==> config.mk <==
export PLATFORM = sky130hd
export DESIGN_NAME = lm70_reader
export DESIGN_NICKNAME = d
export VERILOG_FILES = /design/src/rtl/lm70_reader.sv
export SDC_FILE = /design/constraint.sdc
export NUM_CORES = 1
export LEC_CHECK = 0
export BUFFER_PORTS_ARGS = -buffer_cell sky130_fd_sc_hd__clkbuf_2
export CORE_MARGIN = 4
export CORE_UTILIZATION = 49
export DETAILED_ROUTE_END_ITERATION = 12
export PLACE_DENSITY = 0.75
export SYNTH_ARGS = -nofsm -noshare
export SYNTH_HDL_FRONTEND = slang
export SYNTH_SLANG_ARGS = --single-unit
==> constraint.sdc <==
create_clock -name i_clk -period 1.6 [get_ports i_clk]
set_input_delay 0.16 -clock i_clk [delete_from_list [all_inputs] [get_ports i_clk]]
set_output_delay 0.16 -clock i_clk [all_outputs]
set_load 0.03 [all_outputs]
==> src/rtl/lm70_reader.sv <==
// ---------------------------------------------------------------------------
// lm70_reader
//   SPI (mode 0) master that reads one frame from an LM70-style temperature
//   sensor per request. CS and SCK are generated from the system clock, SIO
//   is sampled MSB-first on each SCK rising edge, and the completed frame is
//   presented both raw and as the 11-bit signed temperature (0.25 C/LSB).
//
// Ports
//   i_clk        in   system clock, all logic on the rising edge
//   i_reset_n    in   synchronous reset, active low
//   i_start      in   request one frame (only looked at while idle)
//   o_busy       out  high while a frame is in progress (SETUP/SHIFT/HOLD)
//   o_sck        out  serial clock, idles low
//   o_cs         out  chip select, active low, idles high
//   i_sio        in   serial data from the sensor
//   o_temp_raw   out  last completed frame, MSB = first bit received
//   o_temp_q     out  signed temperature, o_temp_raw[NBITS-1 -: 11]
//   o_valid      out  one-cycle pulse while new results are first presented
// ---------------------------------------------------------------------------
module lm70_reader #(
  parameter int CLK_DIV  = 4,   // clk cycles per SCK half-period (>= 2)
  parameter int NBITS    = 16,  // bits per frame (>= 11)
  parameter int CS_SETUP = 2,   // CS low before first SCK rise (>= 1)
  parameter int CS_HOLD  = 2    // CS low after last SCK fall (>= 1)
) (
  input  logic             i_clk,
  input  logic             i_reset_n,
  input  logic             i_start,
  output logic             o_busy,
  output logic             o_sck,
  output logic             o_cs,
  input  logic             i_sio,
  output logic [NBITS-1:0] o_temp_raw,
  output logic [10:0]      o_temp_q,
  output logic             o_valid
);

  localparam int DW   = (CLK_DIV > 1) ? $clog2(CLK_DIV) : 1;
  localparam int BW   = $clog2(NBITS + 1);
  localparam int PMAX = (CS_SETUP > CS_HOLD) ? CS_SETUP : CS_HOLD;
  localparam int PW   = $clog2(PMAX) + 1;

  localparam logic [DW-1:0] DIV_LAST   = DW'(CLK_DIV - 1);
  localparam logic [BW-1:0] BIT_LAST   = BW'(NBITS);
  localparam logic [PW-1:0] SETUP_LAST = PW'(CS_SETUP - 1);
  localparam logic [PW-1:0] HOLD_LAST  = PW'(CS_HOLD - 1);

  typedef enum logic [2:0] {
    S_IDLE  = 3'd0,
    S_SETUP = 3'd1,
    S_SHIFT = 3'd2,
    S_HOLD  = 3'd3,
    S_DONE  = 3'd4
  } state_t;

  state_t            r_state;
  state_t            w_state_next;

  logic [DW-1:0]     r_div_cnt;
  logic [BW-1:0]     r_bit_cnt;
  logic [PW-1:0]     r_phase;
  logic [NBITS-1:0]  r_shreg;
  logic              r_sck;
  logic [NBITS-1:0]  r_temp_raw;
  logic [10:0]       r_temp_q;

  logic              w_tick;       // SCK toggles at the end of this cycle
  logic              w_sck_rise;   // this tick is a 0->1 transition
  logic              w_last_fall;  // this tick is the final 1->0 transition
  logic              w_hold_end;   // last HOLD cycle, results captured now

  assign w_tick      = (r_state == S_SHIFT) && (r_div_cnt == DIV_LAST);
  assign w_sck_rise  = w_tick && !r_sck;
  assign w_last_fall = w_tick && r_sck && (r_bit_cnt == BIT_LAST);
  assign w_hold_end  = (r_state == S_HOLD) && (r_phase == HOLD_LAST);

  // -------------------------------------------------------------------------
  // FSM state register
  // -------------------------------------------------------------------------
  always_ff @(posedge i_clk) begin
    if (!i_reset_n) begin
      r_state <= S_IDLE;
    end else begin
      r_state <= w_state_next;
    end
  end

  // -------------------------------------------------------------------------
  // FSM next-state logic
  // -------------------------------------------------------------------------
  always_comb begin
    w_state_next = r_state;
    case (r_state)
      S_IDLE:  if (i_start) w_state_next = S_SETUP;
      S_SETUP: if (r_phase == SETUP_LAST) w_state_next = S_SHIFT;
      S_SHIFT: if (w_last_fall) w_state_next = S_HOLD;
      S_HOLD:  if (r_phase == HOLD_LAST) w_state_next = S_DONE;
      S_DONE:  w_state_next = S_IDLE;
      default: w_state_next = S_IDLE;
    endcase
  end

  // -------------------------------------------------------------------------
  // FSM outputs
  // -------------------------------------------------------------------------
  always_comb begin
    o_busy  = 1'b0;
    o_cs    = 1'b1;
    o_valid = 1'b0;
    case (r_state)
      S_SETUP, S_SHIFT, S_HOLD: begin
        o_busy = 1'b1;
        o_cs   = 1'b0;
      end
      S_DONE:  o_valid = 1'b1;
      default: ;
    endcase
  end

  // -------------------------------------------------------------------------
  // Datapath: SCK divider, bit counter, setup/hold timer, shift register
  // -------------------------------------------------------------------------
  always_ff @(posedge i_clk) begin
    if (!i_reset_n) begin
      r_div_cnt <= '0;
      r_bit_cnt <= '0;
      r_phase   <= '0;
      r_shreg   <= '0;
      r_sck     <= 1'b0;
    end else begin
      case (r_state)
        S_IDLE: begin
          r_div_cnt <= '0;
          r_bit_cnt <= '0;
          r_phase   <= '0;
          r_sck     <= 1'b0;
        end
        S_SETUP: begin
          r_phase <= (r_phase == SETUP_LAST) ? '0 : r_phase + PW'(1);
        end
        S_SHIFT: begin
          if (w_tick) begin
            r_div_cnt <= '0;
            r_sck     <= ~r_sck;
            // The sensor changes SIO only after falling edges, so it is
            // stable here and can be taken without a synchronizer.
            if (w_sck_rise) begin
              r_shreg   <= {r_shreg[NBITS-2:0], i_sio};
              r_bit_cnt <= r_bit_cnt + BW'(1);
            end
          end else begin
            r_div_cnt <= r_div_cnt + DW'(1);
          end
        end
        S_HOLD: begin
          r_phase <= (r_phase == HOLD_LAST) ? '0 : r_phase + PW'(1);
        end
        default: begin
          r_sck <= 1'b0;
        end
      endcase
    end
  end

  // Results load on the HOLD->DONE edge so they are already stable during
  // the valid cycle, and otherwise never move mid-frame.
  always_ff @(posedge i_clk) begin
    if (!i_reset_n) begin
      r_temp_raw <= '0;
      r_temp_q   <= '0;
    end else if (w_hold_end) begin
      r_temp_raw <= r_shreg;
      r_temp_q   <= r_shreg[NBITS-1 -: 11];
    end
  end

  assign o_sck      = r_sck;
  assign o_temp_raw = r_temp_raw;
  assign o_temp_q   = r_temp_q;

endmodule

Word level (Yosys, flattened, before mapping)
Cells that the tools add are included.

operators by class
  add/sub/neg operators = 3
  equal/unequal tests = 13
  mux-type cells = 17
  bitwise gates (word level) = 2
  reduce and logical (&&, ||, !) cells = 15

operators with widths
  operator                                                               number
  3-bit two-way mux                                                      4
  3-bit one-hot mux with 4 select lines                                  1
  5-bit two-way mux                                                      2
  2-bit != test, second input constant                                   5
  5-bit one-hot mux with 2 select lines                                  1
  2-bit one-hot mux with 2 select lines                                  2
  3-bit by 2-bit equality test with 1-bit output, second input constant  2
  3-bit AND reduction                                                    2
  5-bit by 1-bit adder with 5-bit output, second input constant          1
  5-bit equality test, second input constant                             1
  1-bit logical AND                                                      5
  2-bit by 1-bit adder with 2-bit output, second input constant          2
  1-bit two-way mux                                                      4
  2-bit two-way mux                                                      2
  4-bit AND reduction                                                    1
  2-bit nonzero test                                                     2
  3-bit by 1-bit equality test with 1-bit output, second input constant  1
  3-bit equality test, second input constant                             1
  3-bit logical NOT                                                      1
  3-bit OR reduction                                                     1
  2-bit by 1-bit equality test with 1-bit output, second input constant  1
  2-bit equality test, second input constant                             1
  2-bit by 1-bit != test with 1-bit output, second input constant        1
  1-bit NOT                                                              2
  other kinds (4)                                                        4

word-level totals
  flip-flop bits (word level) = 56
  word-level logic and storage cells = 58

Logic depth before layout (Yosys ltp)
  depth after elaboration = 6
  mapped depth = 7
  gate-level depth less buffers = 5

Worst setup path before layout
OpenSTA, ideal clock, no wires.

  kind = flip-flop to output port
  from = register r_state[1]
  to = output port o_cs
  data arrival time = 1.514 ns
  slack = -0.074 ns
  stages on the path, launching flop included = 5
  path through = dfxtp_1 -> buf_1 -> nor2_1 -> nor2_1 -> inv_1

between the ends
  cells in the longest elaborated chain, start to end = 3
  elaborated cells on any way between the ends = 5
  classes of those cells = eq/ne (3); mux (1); reduce/logical (1)

ends and longest elaborated chain
  what                                                                                                              line  RTL
  from (decl)                                                                                                       56    state_t r_state;
  from (signal assigned)                                                                                            84    r_state <= w_state_next;
  3-bit by 2-bit equality test with 1-bit output or 3-bit by 1-bit equality test with 1-bit output (tied branches)  110   case (r_state)
  3-bit OR reduction *                                                                                              110
  1-bit two-way mux *                                                                                               110
  to (decl)                                                                                                         31    output logic o_cs,

Mark *: on every way between the ends. The rest lies on a longest branch, timed or not.

Final worst setup path
  from = register r_div_cnt[0]
  to = register r_shreg[1]

between the ends
  cells in the longest elaborated chain, start to end = 4

ends and longest elaborated chain
  what                                    line  RTL
  from (decl)                             59    logic [DW-1:0] r_div_cnt;
  from (signal assigned)                  152   r_div_cnt <= r_div_cnt + DW'(1);
  2-bit equality test *                   72    assign w_tick = (r_state == S_SHIFT) && (r_div_cnt == DIV_LAST);
  1-bit logical AND *                     72
  1-bit logical AND                       73    assign w_sck_rise = w_tick && !r_sck;
  3-bit AND reduction (no source line) *  --
  to (signal assigned)                    148   r_shreg <= {r_shreg[NBITS-2:0], i_sio};
  to (decl)                               62    logic [NBITS-1:0] r_shreg;

Marked as above.
A chain may end at the register's enable or synchronous reset.

==> impl_metrics.tcl <==
set metrics [dict create \
    status "finished clean" \
    cap_violations 0 \
    fin_nets 267 \
    powerDensity_mw_per_mm2 837.8 \
    ys_top_cells_by_area "dfxtp_1 45%, nand2_1 13%, a21boi_0 7.9%, a21boi_1 4.5%, buf_4 4.2%" \
    mappedNetlistArea_mm2 0.001983 \
    drive_gt1_share_pct 24.14 \
    hold_viol 0 \
    synth_edf_count 0 \
    rows 22 \
    vdd_drop_max_uv 579.1 \
    crit_family "simple AND/OR/NAND/NOR gates" \
    worst_slack_ns 0.1083 \
    cts_sinks 45 \
    io_buffers 34 \
    utilization_pct 59.59 \
    cts_hold_buffers 0 \
    cts_tree "done" \
    tightestPinTransition_ns 0.3824 \
    yosysUniqueCellTypes 41 \
    vias_per_cell 4.906 \
    slew_violations 0 \
    vias 1516 \
    synth_top_family_by_area "simple AND/OR/NAND/NOR gates" \
    slew_headroom_pct 74.29 \
    slowest_stage "or3_4" \
    fin_setup_tns_ns 0 \
    clock_latency_ns 0.29 \
    synth_adder_area_share_pct 1.893 \
    clockRootBuffer "clkbuf_8" \
    critical_path_class "reg2reg" \
    die-area_mm2 0.005129 \
    grt_first_pass_wirelength_um 5858 \
    antenna_left 0 \
    synthSimpleGateAreaFrac_pct 23.53 \
    setup_viol 0 \
    synthMuxAreaShare_pct 0.5047 \
    yosys_register_bits 45 \
    timing.fmax_mhz 670.4 \
    htree_levels 2 \
    synth_top_area_share_pct 45.43 \
    cp.buffers_inverters 1 \
    yosys.area.top_type "dfxtp_1" \
    wl_met1_um 1725 \
    dp_hpwl_um 2540 \
    fin_skew_ns 0.005122 \
    antenna_found_initial 0 \
    worstRegToRegCells 6 \
    critical_path_depth 6 \
    crit_path_max_fanout 16 \
    dieHeight_um 71.62 \
    antenna_cells 0 \
    drc_errors 0 \
    gp_congestion 0.7991 \
    ios 35 \
    post_cts_buffers 0 \
    path_cells "ha_1 -> nand2b_4 -> or3_4 -> buf_6 -> nand2_1 -> a21boi_0" \
    start_kind "register" \
    layout_min_cycle_time_ns 1.492 \
    syn-num-nets 240 \
    netlist_instances 233 \
    min_path_type "in2reg" \
    cts_buffers 5 \
    path_clk_slew_ns 0.08 \
    slowest_delay_ns 0.38 \
    grt_pass1_vias 1355 \
    critPathRequiredTime_ns 1.77 \
    area_growth_pct 13.31 \
    drt-pass1-iter-count 4 \
    dr.max_layer_used "met4" \
    wl_met2_um 1585 \
    leakage_nw 0.8629 \
    synth_compound_area_share_pct 18.61 \
    end_kind "register" \
    grt_max_degree 17 \
    synth_warnings 0 \
    cts_buffer_depth 2 \
    drtIter0Drc 88 \
    dp_slack_ns 0.07149 \
    hold_depth 3 \
    routedWlPerCell_um 11.36 \
    dieWidth_um 71.62 \
    finalCritPeriodShare_pct 93.23 \
    overflow 0 \
    start_util_pct 52.59 \
    grt_usage_pct 13.81 \
    arrival_ns 1.66 \
    wl_um 3509 \
    ys.flop_type "dfxtp_1" \
    ys_seq_area_share_pct 45.43 \
    avgSynthCellArea_um2 8.511 \
    core_area_mm2 0.003771 \
    yosys.area_share.xor_xnor_pct 1.325 \
    async_flop_share_pct 0 \
    wl_met3_um 154 \
]
flip-flops by register name (all words and copies together) (netlist names):
| name | cells |
|---|---|
| r_div_cnt | 2 |
| o_temp_raw | 16 |
| r_shreg | 16 |
| o_sck | 1 |
| r_bit_cnt | 5 |
| r_state | 3 |
| r_phase | 2 |
cells in the mapped netlist (3+ instances only):
master / count
a21boi_1: 12
o21ai_0: 5
dfxtp_1: 45
buf_4: 11
and2_1: 4
a21oi_1: 4
nand2b_1: 3
nor2_1: 7
xnor2_1: 3
ha_1: 3
nand2_1: 70
clkbuf_1: 8
buf_2: 3
inv_1: 5
a21boi_0: 21
layout by cell type (no fill, tap or decap), types with 2 or more instances in the layout:
cell and n:
a21boi_1 12, nand2b_1 2, nor2_2 3, clkinv_2 2
a21oi_1 4, nor2_1 5, a21boi_0 21, buf_4 10
clkbuf_8 5, clkbuf_2 34, nor2b_1 2, ha_1 3
dfxtp_1 44, o21ai_0 5, inv_1 5, a211oi_1 2
xnor2_1 3, nand2_1 70, and2_1 4
power by group:
group          internal [mW]  switching (mW)  leakage, nW
clock                  0.303           0.353       0.0450
combinational         0.0412          0.0530        0.455
sequential              1.12         0.00823        0.363
layer usage:
| metal | up-vias | GRT usage, % |
|---|---|---|
| met2 | 26 | 21.43 |
| met1 | 681 | 18.98 |
| met3 | 5 | 3.366 |
| li1 | 804 | - |
| met4 | 0 | 4.175 |
| met5 | - | 0 |
cells by family (layout without fill, tap and decap cells):
family | after synthesis | after routing
simple gates | 102 | 102
compound gates | 49 | 49
flops | 45 | 45
buf+inv | 30 | 58
fa+ha+maj | 3 | 3
xor+xnor | 3 | 3
mux | 1 | 1
timing repair:
| item | in CTS | in global routing |
|---|---|---|
| hold endpoints to repair | 0 | 0 |
| resized for setup | 0 | 5 |
| endpoints found under the setup margin | 0 | 13 |
per-stage QoR:
| stage | hold WS, ns | area (µm²) | instances | power [mW] |
|---|---|---|---|---|
| 6_report | 0.1059 | 2247 | 309 | 1.883 |
| 4_1_cts | 0.09816 | 2230 | 309 | 1.907 |
| 2_1_floorplan | 0.3049 | 1988 | 233 | 1.229 |
| 3_3_place_gp | 0.4022 | 2147 | 301 | 1.252 |
| 5_1_grt | 0.1080 | 2247 | 309 | 1.954 |
| 3_5_place_dp | 0.4180 | 2147 | 301 | 1.252 |
path summary, 6_finish.rpt:
check	slack [ns]	to	startpoint
worst max-delay path	0.11	r_shreg[1]	r_div_cnt[0]
worst min-delay path	0.11	r_shreg[0]	i_sio
worst max register to register	0.11	r_shreg[1]	r_div_cnt[0]
worst min register to register	0.47	r_phase[1]	r_phase[1]
final cells by class:
| class | instances | area (µm²) |
|---|---|---|
| Fill cell | 351 | 1524 |
| Multi-Input combinational cell | 158 | 927.1 |
| Sequential cell | 45 | 902.1 |
| Timing Repair Buffer | 45 | 256.5 |
| Clock buffer | 6 | 72.57 |
| Tap cell | 48 | 60.06 |
| Inverter | 5 | 18.77 |
| Clock inverter | 2 | 10.01 |
tightest hold or removal path, delay by kind of cell:
family / cells / cell delay, ns
AO/OA/AOI/OAI: 1 / 0.06
AND/OR/NAND/NOR: 1 / 0.04
buffers and inverters: 1 / 0.08
Power figures use the tool's default switching activity.
